File: config.mk
export PLATFORM = sky130hd
export DESIGN_NAME = seg7_scan_driver
export DESIGN_NICKNAME = d
export VERILOG_FILES = /design/src/rtl/seg7_scan_driver.sv
export SDC_FILE = /design/constraint.sdc
export NUM_CORES = 1
export LEC_CHECK = 0
export ABC_AREA = 1
export ABC_CLOCK_PERIOD_IN_PS = 6380
export CAP_MARGIN = 20
export CORE_MARGIN = 4
export CORE_UTILIZATION = 25
export DETAILED_ROUTE_END_ITERATION = 10
export PLACE_DENSITY = 0.42
export SETUP_SLACK_MARGIN = 0.2
export SYNTH_ARGS = -nofsm -noshare
export SYNTH_HDL_FRONTEND = slang
export SYNTH_SLANG_ARGS = --single-unit
File: constraint.sdc
create_clock -name clk -period 6.38 [get_ports clk]
set_input_delay 1.276 -clock clk [delete_from_list [all_inputs] [get_ports clk]]
set_output_delay 1.276 -clock clk [all_outputs]
set_load 0.005 [all_outputs]
File: src/rtl/seg7_scan_driver.sv
// Multiplexed six-digit seven-segment scanner for an HH:MM:SS display.
// Digits are latched once per frame and shown one slot at a time, with dead time, leading-zero blanking and blink.
module seg7_scan_driver #(
    parameter int SCAN_DIV  = 50000,
    parameter int DEAD_CYC  = 2,
    parameter int BLINK_DIV = 100
) (
    input  logic       clk,
    input  logic       rst,
    input  logic [3:0] hour_h,
    input  logic [3:0] hour_l,
    input  logic [3:0] minute_h,
    input  logic [3:0] minute_l,
    input  logic [3:0] second_h,
    input  logic [3:0] second_l,
    input  logic [5:0] blink_mask,
    input  logic       blank_lead,
    output logic [6:0] seg,
    output logic [5:0] dig_sel,
    output logic       frame_tick
);

    localparam int CW = (SCAN_DIV > 1) ? $clog2(SCAN_DIV) : 1;
    localparam int FW = (BLINK_DIV > 1) ? $clog2(BLINK_DIV) : 1;

    logic [CW-1:0]      cnt, cnt_nxt;
    logic [2:0]         idx, idx_nxt;
    logic [FW-1:0]      fcnt, fcnt_nxt;
    logic               blink_phase, phase_nxt;
    logic [5:0][3:0]    sh_dig, sh_dig_nxt;
    logic [5:0]         sh_mask, sh_mask_nxt;
    logic               sh_lead, sh_lead_nxt;
    logic               step, snap;
    logic [3:0]         cur;
    logic [6:0]         seg_nxt;
    logic [5:0]         dig_sel_nxt;

    always_comb begin
        step        = (cnt == CW'(SCAN_DIV - 1));
        cnt_nxt     = step ? '0 : cnt + 1'b1;
        idx_nxt     = idx;
        if (step) begin
            idx_nxt = (idx == 3'd5) ? 3'd0 : idx + 3'd1;
        end
        snap        = step && (idx == 3'd5);

        sh_dig_nxt  = sh_dig;
        sh_mask_nxt = sh_mask;
        sh_lead_nxt = sh_lead;
        fcnt_nxt    = fcnt;
        phase_nxt   = blink_phase;
        if (snap) begin
            // entry 0 is hour_h so the array index equals the slot index
            sh_dig_nxt  = {second_l, second_h, minute_l, minute_h, hour_l, hour_h};
            sh_mask_nxt = blink_mask;
            sh_lead_nxt = blank_lead;
            if (fcnt == FW'(BLINK_DIV - 1)) begin
                fcnt_nxt  = '0;
                phase_nxt = ~blink_phase;
            end else begin
                fcnt_nxt  = fcnt + 1'b1;
            end
        end

        // outputs reflect the state this edge is about to load
        cur = sh_dig_nxt[idx_nxt];
        case (cur)
            4'd0:    seg_nxt = 7'b1000000;
            4'd1:    seg_nxt = 7'b1111001;
            4'd2:    seg_nxt = 7'b0100100;
            4'd3:    seg_nxt = 7'b0110000;
            4'd4:    seg_nxt = 7'b0011001;
            4'd5:    seg_nxt = 7'b0010010;
            4'd6:    seg_nxt = 7'b0000010;
            4'd7:    seg_nxt = 7'b1111000;
            4'd8:    seg_nxt = 7'b0000000;
            4'd9:    seg_nxt = 7'b0010000;
            default: seg_nxt = 7'b1111111;
        endcase
        if (idx_nxt == 3'd0 && sh_lead_nxt && cur == 4'd0) begin
            seg_nxt = 7'b1111111;
        end
        if (phase_nxt && sh_mask_nxt[3'd5 - idx_nxt]) begin
            seg_nxt = 7'b1111111;
        end

        dig_sel_nxt = 6'b111111;
        if (int'(cnt_nxt) >= DEAD_CYC) begin
            dig_sel_nxt[3'd5 - idx_nxt] = 1'b0;
        end
    end

    always_ff @(posedge clk or posedge rst) begin
        if (rst) begin
            cnt         <= '0;
            idx         <= 3'd0;
            fcnt        <= '0;
            blink_phase <= 1'b0;
            sh_dig      <= '0;
            sh_mask     <= '0;
            sh_lead     <= 1'b0;
            frame_tick  <= 1'b0;
            seg         <= 7'b1111111;
            dig_sel     <= 6'b111111;
        end else begin
            cnt         <= cnt_nxt;
            idx         <= idx_nxt;
            fcnt        <= fcnt_nxt;
            blink_phase <= phase_nxt;
            sh_dig      <= sh_dig_nxt;
            sh_mask     <= sh_mask_nxt;
            sh_lead     <= sh_lead_nxt;
            frame_tick  <= snap;
            seg         <= seg_nxt;
            dig_sel     <= dig_sel_nxt;
        end
    end

endmodule

==> results.json, run 1 <==
{
  "power.switching_mw": 0.2150,
  "cp_data_arrival_time_ns": 4.06,
  "die_area_sq_um": 17940,
  "cts_buffer_depth": 2,
  "cts_sinks": 72,
  "period_needed_ns": 3.782,
  "cp_max_fo": 25,
  "post_cts_buffers": 0,
  "internal-power_mw": 0.7975,
  "yosysWarnings": 0,
  "grt_max_degree": 73,
  "synth_top_area_share_pct": 37.24,
  "drt-initial-drc-count": 194,
  "cts_root_buffer": "clkbuf_16",
  "ant_nets": 0,
  "path_class": "flop to flop",
  "rsz0062_at_grt": "false",
  "netlist_instances": 487,
  "holdPathEnd": "sh_dig[11]",
  "max_freq_mhz": 264.4,
  "status": "finished clean",
  "via_count": 3238,
  "n_antenna_cell": 0,
  "p_per_area_nw_per_um2": 205.4,
  "ioPinCount": 47,
  "r2r_cells": 18,
  "cp.required_ns": 6.65,
  "setup_viol": 0,
  "synth_enable_flop_cells": 0,
  "synth-seq-cells": 72,
  "hold_violations": 0,
  "cp-start-kind": "flop",
  "drc_errors": 0,
  "synth_nets": 532,
  "row_count": 45,
  "post_cts_resize_count": 0,
  "p_leak_nw": 2.253,
  "clk_pin_slew_ns": 0.06,
  "synth_top_area_cell": "dfrtp_1",
  "grt_util_all_layers_pct": 11.82,
  "finalMaxSlewViolations": 0,
  "holdPathStages": 2,
  "drive_above_1_share_pct": 13.86,
  "drt_wl_total_microns": 9998,
  "grt_antenna_before_repair": 0,
  "cts_buffers": 9,
  "io_buffer_count": 46,
  "post_cts_hold_buffer_count": 0,
  "fin_util_pct": 32.07,
  "die-height_microns": 133.9,
  "final_common_cell": "nand2_1",
  "slew_headroom_pct": 35.58,
  "synth_cell_types": 41,
  "worstSetupEndpointType": "flop",
  "irDropWorstVdd_v": 0.0001147,
  "coreArea_sq_um": 15370,
  "tritoncts": "built",
  "first_pass_iters": 5,
  "async_flop_share_pct": 100.0,
  "r2r_start": "cnt[0]",
  "h-tree-depth": 3,
  "hpwl_microns": 7327,
  "synth_top_flop_cell": "dfrtp_1",
  "grt_pass1_vias": 3172,
  "power_frac_clock_pct": 51.6,
  "hp-start": "sh_dig[11]",
  "nNetsFinal": 581,
  "hp-class": "flop to flop",
  "synth_top_cells_by_area": "dfrtp_1, nand2_1, dfstp_2, nand3_1, inv_1",
  "syn_to_final_growth_pct": 24.33,
  "yosysSeqAreaShare_pct": 45.85,
  "fin_tns_setup_ns": 0,
  "netlist_area_sq_um": 3965,
  "dp_slack_ns": 2.619,
  "clock_skew_ns": 0.005950,
  "r2r_end": "seg[4]",
  "worst_pin_slew_ns": 0.9664,
  "finalWorstSetupSlack_ns": 2.598,
  "p_comb_share_pct": 3.2,
  "place_congestion": 0.8287,
  "switching_share_pct": 21.23,
  "seqPwrFrac_pct": 45.2,
  "viasPerCell": 4.306,
  "final_cell_mix": "nand2_1, dfrtp_1, inv_1, nand3_1, clkdlybuf4s50_1",
  "grt_pass1_wl_microns": 16460,
  "avgSynthCellArea_sq_um": 8.142,
  "wl_per_cell_microns": 13.30,
  "initial_core_util_pct": 25.80,
  "clkLatencyLatePin_ns": 0.34,
  "finalCritPeriodShare_pct": 59.28,
  "reg2reg_slack_ns": 2.60,
  "cp-startpoint": "cnt[0]",
  "cap_violations": 0,
  "gr-total-overflow": 0,
  "die_width_microns": 133.9
}
## kinds of logic after synthesis
group	synth area share (%)
and+or+nand+nor	34.14
buffers and inverters	8.047
DFF	45.85
AOI/OAI and AO/OA	6.879
adders and majority gates	3.787
xor gates and xnor gates	1.294
## stage by stage
stage	instance area (sq um)	hold slack, ns	power (mW)	std cells
2_1_floorplan	3965	0.4371	0.4728	487
5_1_grt	4930	0.4880	1.052	752
6_report	4930	0.4678	1.013	752
3_5_place_dp	4622	0.4559	0.4992	736
3_3_place_gp	4622	0.4513	0.4992	736
4_1_cts	4930	0.4689	1.030	752
## cell usage after synthesis (5+ instances only)
| master | count |
|---|---|
| dfrtp_1 | 59 |
| dfstp_2 | 13 |
| ha_1 | 12 |
| inv_1 | 54 |
| inv_2 | 7 |
| nand2_1 | 135 |
| nand2_2 | 7 |
| nand3_1 | 49 |
| nand4_1 | 20 |
| nor2_1 | 43 |
| nor2_2 | 6 |
| o211ai_1 | 5 |
| o21ai_0 | 18 |
## power by group through the flow
stage	clock network, mW	logic (mW)	registers (mW)
2_1_floorplan	0	0.00765	0.465
3_3_place_gp	0	0.0342	0.465
3_5_place_dp	0	0.0341	0.465
4_1_cts	0.538	0.0344	0.457
5_1_grt	0.559	0.0364	0.457
6_report	0.523	0.0327	0.457
## worst max-delay path, stage by stage, from the launching register on
cell     delay, ns
dfrtp_1       0.39
ha_1          0.22
nand3_2       0.15
nor2_1        0.58
nand3_2       0.62
inv_1         0.35
nand2_1       0.11
nand3_1       0.08
nand3_1       0.09
nand2_1       0.07
nand2_1       0.05
nand2_1       0.17
inv_1         0.12
ha_1          0.22
nand4_1       0.09
nor2_1        0.08
nand3_4       0.12
and2_0        0.13
nand2_1       0.05
## sequential cells by signal (all words and copies together) (netlist names)
signal / count
sh_dig: 24
cnt: 16
fcnt: 7
seg: 7
dig_sel: 6
sh_mask: 6
idx: 3
blink_phase: 1
frame_tick: 1
sh_lead: 1
## worst max path at each step
stage                     cells past startpoint     endpoint  slack (ns)
after floorplan                               1  blink_phase        3.30
after global placement                       18       seg[4]        2.77
after detailed placement                     18       seg[4]        2.62
after CTS                                    18       seg[4]        2.60
after global routing                         18       seg[4]        2.08
final                                        18       seg[4]        2.60
## per-layer routing
layer | share of wire [%] | track usage (%) | vias to the layer above | routed length, microns
li1 | - | - | 1674 | -
met5 | 0 | 0 | - | 0
met4 | 2.3 | 6.000 | 0 | 230
met2 | 43 | 17.66 | 59 | 4326
met1 | 51 | 16.50 | 1493 | 5141
met3 | 3.0 | 1.913 | 12 | 299
## layout make-up
type	instances	area [sq um]
Fill cell	1599	10440
Multi-Input combinational cell	343	1828
Sequential cell	72	1818
Timing Repair Buffer	47	467.9
Tap cell	211	264.0
Clock buffer	11	252.7
Inverter	63	244.0
Clock inverter	5	55.05
(Power assumes the default switching activity.)
==> run 2, diff against run 1 <==
--- a/config.mk
+++ b/config.mk
@@ -6,7 +6,7 @@
 export NUM_CORES = 1
 export LEC_CHECK = 0
 export ABC_AREA = 1
-export ABC_CLOCK_PERIOD_IN_PS = 6380
+export ABC_CLOCK_PERIOD_IN_PS = 3900
 export CAP_MARGIN = 20
 export CORE_MARGIN = 4
 export CORE_UTILIZATION = 25
==> constraint.sdc (replaced) <==
create_clock -name clk -period 3.9 [get_ports clk]
set_input_delay 0.78 -clock clk [delete_from_list [all_inputs] [get_ports clk]]
set_output_delay 0.78 -clock clk [all_outputs]
set_load 0.005 [all_outputs]
==> results.json, run 2 (synthesized netlist as in run 1, its figures left out) <==
{
  "final_common_cell": "nand2_1",
  "p_comb_share_pct": 3.0,
  "nNetsFinal": 587,
  "first_pass_iters": 4,
  "hp-class": "flop to flop",
  "finalCritPeriodShare_pct": 84.72,
  "post_cts_buffers": 0,
  "n_antenna_cell": 0,
  "die-height_microns": 133.9,
  "whs_ns": 0.4661,
  "coreArea_sq_um": 15370,
  "p_leak_nw": 2.317,
  "largestRegisters": "sh_dig: 24 flops, cnt: 16 flops",
  "grt_util_all_layers_pct": 12.03,
  "drt_wl_total_microns": 10170,
  "cp_data_arrival_time_ns": 3.59,
  "n_fill_cell": 1594,
  "die_width_microns": 133.9,
  "cp.required_ns": 4.19,
  "internal-power_mw": 1.483,
  "hold_violations": 0,
  "initial_core_util_pct": 25.80,
  "cap_violations": 0,
  "status": "finished clean",
  "worstSetupEndpointType": "flop",
  "final_cell_mix": "nand2_1, dfrtp_1, inv_1, nand3_1, clkdlybuf4s50_1",
  "cp-start-kind": "flop",
  "via_count": 3283,
  "finalMaxSlewViolations": 0,
  "drc_errors": 0,
  "final_cell_count_no_fill": 758,
  "rsz0062_at_grt": "false",
  "wl_per_cell_microns": 13.42,
  "viasPerCell": 4.331,
  "max_freq_mhz": 302.6,
  "cp_max_fo": 16,
  "path_class": "flop to flop",
  "gr-total-overflow": 0,
  "tritoncts": "built",
  "drt-initial-drc-count": 199,
  "cts_root_buffer": "clkbuf_16",
  "grt_antenna_before_repair": 0,
  "ant_nets": 0,
  "fin_tns_setup_ns": 0,
  "setup_viol": 0,
  "post_cts_hold_buffer_count": 0,
  "clkLatencyLatePin_ns": 0.34,
  "drive_above_1_share_pct": 14.81,
  "slew_headroom_pct": 63.20,
  "fin_util_pct": 32.76,
  "cts_sinks": 72,
  "grt_max_degree": 27,
  "clk_pin_slew_ns": 0.06,
  "power.switching_mw": 0.3579,
  "io_buffer_count": 46,
  "post_cts_resize_count": 0,
  "period_needed_ns": 3.304,
  "largest_reg_flops": 24,
  "ioPinCount": 47,
  "row_count": 45,
  "hpwl_microns": 7700,
  "seqPwrFrac_pct": 40.6,
  "grt_pass1_vias": 3304,
  "place_inst": 742,
  "cts_buffers": 9,
  "syn_to_final_growth_pct": 27.01,
  "h-tree-depth": 3,
  "p_per_area_nw_per_um2": 365.5,
  "largest-register": "sh_dig",
  "die_area_sq_um": 17940,
  "place_congestion": 0.8303,
  "power_frac_clock_pct": 56.4,
  "cts_buffer_depth": 2,
  "irDropWorstVdd_v": 0.0001719,
  "switching_share_pct": 19.45,
  "clock_skew_ns": 0.008440,
  "grt_pass1_wl_microns": 16830,
  "worst_pin_slew_ns": 0.5512
}
-- run 2: per-stage QoR --
| stage | instance area (sq um) | worst slack (ns) | total power, mW |
|---|---|---|---|
| CTS | 5036 | 0.5842 | 1.868 |
| global route | 5036 | 0.2714 | 1.902 |
| floorplan | 3965 | 1.277 | 0.7734 |
| global placement | 4667 | 0.7585 | 0.8176 |
| detailed placement | 4667 | 0.6171 | 0.8178 |
| finish | 5036 | 0.5958 | 1.841 |
-- run 2: per-layer routing --
metal | global-route usage, % | up-vias | wire (microns)
met5 | 0 | - | 0
met4 | 5.829 | 0 | 205
met3 | 1.875 | 10 | 311
met2 | 18.87 | 60 | 4684
met1 | 16.23 | 1519 | 4967
li1 | - | 1694 | -
-- run 2: worst max-delay path: stages (launching register included) --
cell and delay, ns:
dfrtp_1 0.41, ha_1 0.25, nand3_2 0.15, nor2_1 0.07, buf_4 0.17, nand3_2 0.28, inv_1 0.20, or2_2 0.31
o21ai_1 0.12, nand2_1 0.07, nand3_1 0.09, nand2_1 0.12, inv_1 0.15, ha_1 0.19, nand4_1 0.09, nor2_1 0.21
nand3_4 0.13, and2_0 0.16, nand2_1 0.07
-- run 2: power groups by stage --
stage	clock network [mW]	registers [mW]	logic, mW
3_3_place_gp	0	0.761	0.0568
3_5_place_dp	0	0.761	0.0569
6_report	1.04	0.748	0.0546
2_1_floorplan	0	0.761	0.0125
5_1_grt	1.09	0.747	0.0608
4_1_cts	1.06	0.748	0.0573
-- run 2: worst paths after layout --
check | end | cells after the start | startpoint | slack [ns]
max in group asynchronous | sh_dig[7] | 3 | rst | 2.32
hold / removal | sh_dig[11] | 2 | sh_dig[11] | 0.47
setup reg to reg | seg[4] | 18 | cnt[0] | 0.60
setup / recovery | seg[4] | 18 | cnt[0] | 0.60
min in group asynchronous | sh_dig[13] | 2 | rst | 0.82
hold reg to reg | sh_dig[11] | 2 | sh_dig[11] | 0.47
-- run 2: area by class of cell --
class	instances	area, sq um	share of cell area, %
clock buffer	10	239.0	4.745
clock inverter	6	130.1	2.584
inverter	63	244.0	4.845
multi-input combinational	343	1828	36.30
sequential	72	1818	36.10
tap	211	264.0	5.242
timing repair buffer	53	513.0	10.19
==> run 3, diff against run 2 <==
--- a/config.mk
+++ b/config.mk
@@ -6,7 +6,7 @@
 export NUM_CORES = 1
 export LEC_CHECK = 0
 export ABC_AREA = 1
-export ABC_CLOCK_PERIOD_IN_PS = 3900
+export ABC_CLOCK_PERIOD_IN_PS = 3200
 export CAP_MARGIN = 20
 export CORE_MARGIN = 4
 export CORE_UTILIZATION = 25
==> constraint.sdc (replaced) <==
create_clock -name clk -period 3.2 [get_ports clk]
set_input_delay 0.64 -clock clk [delete_from_list [all_inputs] [get_ports clk]]
set_output_delay 0.64 -clock clk [all_outputs]
set_load 0.005 [all_outputs]
==> results.json, run 3 (synthesized netlist as in run 1, its figures left out) <==
{
  "status": "finished clean",
  "cp.required_ns": 3.49,
  "stdcell_area_sq_um": 5082,
  "grt_pass1_wl_microns": 17280,
  "cpMostUsedCell": "nand2_1",
  "path_cells": "ha_2, nand3_4, nor2_2, nand3_2, clkinvlp_4, or2_2, o21ai_1, nand2_1, nand3_1, nand2_1, inv_2, ha_1, nand4_1, nor2_2, nand3_4, and2_0, nand2_1",
  "final_common_cell": "nand2_1",
  "p_leak_nw": 2.300,
  "place_area_sq_um": 4710,
  "hp-class": "flop to flop",
  "final_cell_count_no_fill": 764,
  "grt_max_degree": 60,
  "largestRegisters": "sh_dig: 24 flops, cnt: 16 flops",
  "seqPwrFrac_pct": 45.1,
  "path_class": "flop to flop",
  "irDropWorstVdd_v": 0.0002324,
  "n_antenna_cell": 0,
  "largest-register": "sh_dig",
  "period_needed_ns": 2.747,
  "cts_buffer_depth": 2,
  "cts_buffers": 9,
  "post_cts_hold_buffer_count": 0,
  "die_width_microns": 133.9,
  "fin_tns_setup_ns": 0,
  "coreArea_sq_um": 15370,
  "grt_antenna_before_repair": 0,
  "rsz0062_at_grt": "false",
  "p_per_area_nw_per_um2": 397.7,
  "cts_sinks": 72,
  "hold_violations": 0,
  "cp_slowest_stage_delay_ns": 0.40,
  "power.switching_mw": 0.4296,
  "crit_buf_inv": 2,
  "finalMaxSlewViolations": 0,
  "setup_viol": 0,
  "final_cell_mix": "nand2_1, dfrtp_1, inv_1, nand3_1, clkdlybuf4s50_1",
  "cp-start-kind": "flop",
  "power_frac_clock_pct": 51.6,
  "slew_headroom_pct": 76.27,
  "largest_reg_flops": 24,
  "max_freq_mhz": 364.1,
  "grt_pass1_vias": 3440,
  "nNetsFinal": 593,
  "die-height_microns": 133.9,
  "die_area_sq_um": 17940,
  "via_count": 3303,
  "first_pass_iters": 4,
  "grt_util_all_layers_pct": 12.26,
  "cts_root_buffer": "clkbuf_16",
  "cpLargestDelayFamily": "simple AND/OR/NAND/NOR gates",
  "gr-total-overflow": 0,
  "hpwl_microns": 7590,
  "worst_pin_slew_ns": 0.3514,
  "cap_violations": 0,
  "drc_errors": 0,
  "slowest_stage": "dfrtp_1",
  "clk_pin_slew_ns": 0.06,
  "clock_skew_ns": 0.009693,
  "worstSetupEndpointType": "flop",
  "initial_core_util_pct": 25.80,
  "p_comb_share_pct": 3.3,
  "clkLatencyLatePin_ns": 0.35,
  "wl_per_cell_microns": 13.44,
  "switching_share_pct": 21.26,
  "place_congestion": 0.8280,
  "drt_wl_total_microns": 10270,
  "drt-initial-drc-count": 231,
  "row_count": 45,
  "viasPerCell": 4.323,
  "ioPinCount": 47,
  "h-tree-depth": 3,
  "syn_to_final_growth_pct": 28.18,
  "tritoncts": "built",
  "cp_data_arrival_time_ns": 3.03,
  "ant_nets": 0,
  "internal-power_mw": 1.592,
  "place_inst": 746,
  "finalCritPeriodShare_pct": 85.83,
  "io_buffer_count": 46,
  "cp_max_fo": 7,
  "drive_above_1_share_pct": 17.18
}
[run 3: cell count changes in the layout (fill, tap and decap cells not counted), sizes merged]
cell / before / now
inv: 62 / 61
clkinvlp: 0 / 3
clkbuf: 10 / 11
bufinv: 4 / 1
buf: 7 / 13
[run 3: area by class of cell]
class,instances,area [sq um]
timing repair buffer,59,583.1
fill,1587,10290
inverter,63,250.2
sequential,72,1819
clock inverter,5,55.05
clock buffer,11,252.7
tap,211,264.0
multi-input combinational,343,1858
[run 3: power groups by stage]
stage	Combinational [mW]	Sequential [mW]	Clock, mW
global placement	0.0695	0.927	0
detailed placement	0.0694	0.927	0
floorplan	0.0153	0.927	0
global route	0.0741	0.911	1.11
finish	0.0666	0.911	1.04
CTS	0.0696	0.911	1.08
[run 3: what timing repair did]
| action | in CTS | in global routing |
|---|---|---|
| setup endpoints to repair | 0 | 7 |
| buffers inserted | 0 | 2 |
| gates resized for setup | 0 | 13 |
[run 3: worst paths after layout]
| kind | startpoint | to | slack, ns | depth (start not counted) |
|---|---|---|---|---|
| max | cnt[0] | seg[4] | 0.45 | 17 |
| min | sh_dig[10] | sh_dig[10] | 0.47 | 2 |
| max reg2reg | cnt[0] | seg[4] | 0.45 | 17 |
| min reg2reg | sh_dig[10] | sh_dig[10] | 0.47 | 2 |
| max in group asynchronous | rst | seg[4] | 1.93 | 3 |
| min in group asynchronous | rst | cnt[9] | 0.59 | 2 |
[run 3: per-stage QoR]
| stage | setup WS [ns] | hold slack (ns) | power (mW) | util [%] |
|---|---|---|---|---|
| 3_3_place_gp | 0.3902 | 0.4517 | 0.9968 | 30.64 |
| 6_report | 0.4533 | 0.4675 | 2.021 | 33.06 |
| 4_1_cts | 0.3190 | 0.4684 | 2.057 | 32.64 |
| 2_1_floorplan | 0.5773 | 0.4371 | 0.9426 | - |
| 5_1_grt | 0.1994 | 0.4925 | 2.099 | 33.06 |
| 3_5_place_dp | 0.3258 | 0.4547 | 0.9966 | 30.64 |
[run 3: tightest hold or removal path, stage by stage, from the launching register on]
cell and delay (ns):
dfrtp_1 0.32, nand2_1 0.06, nand2_1 0.05
[run 3: routing by layer]
layer | up-vias | wire length, microns | part of all wire [%] | track usage, %
li1 | 1691 | - | - | -
met1 | 1535 | 4951 | 48 | 15.70
met2 | 61 | 4628 | 45 | 19.48
met3 | 16 | 382 | 3.7 | 2.363
met4 | 0 | 306 | 3.0 | 6.800
met5 | - | 0 | 0 | 0
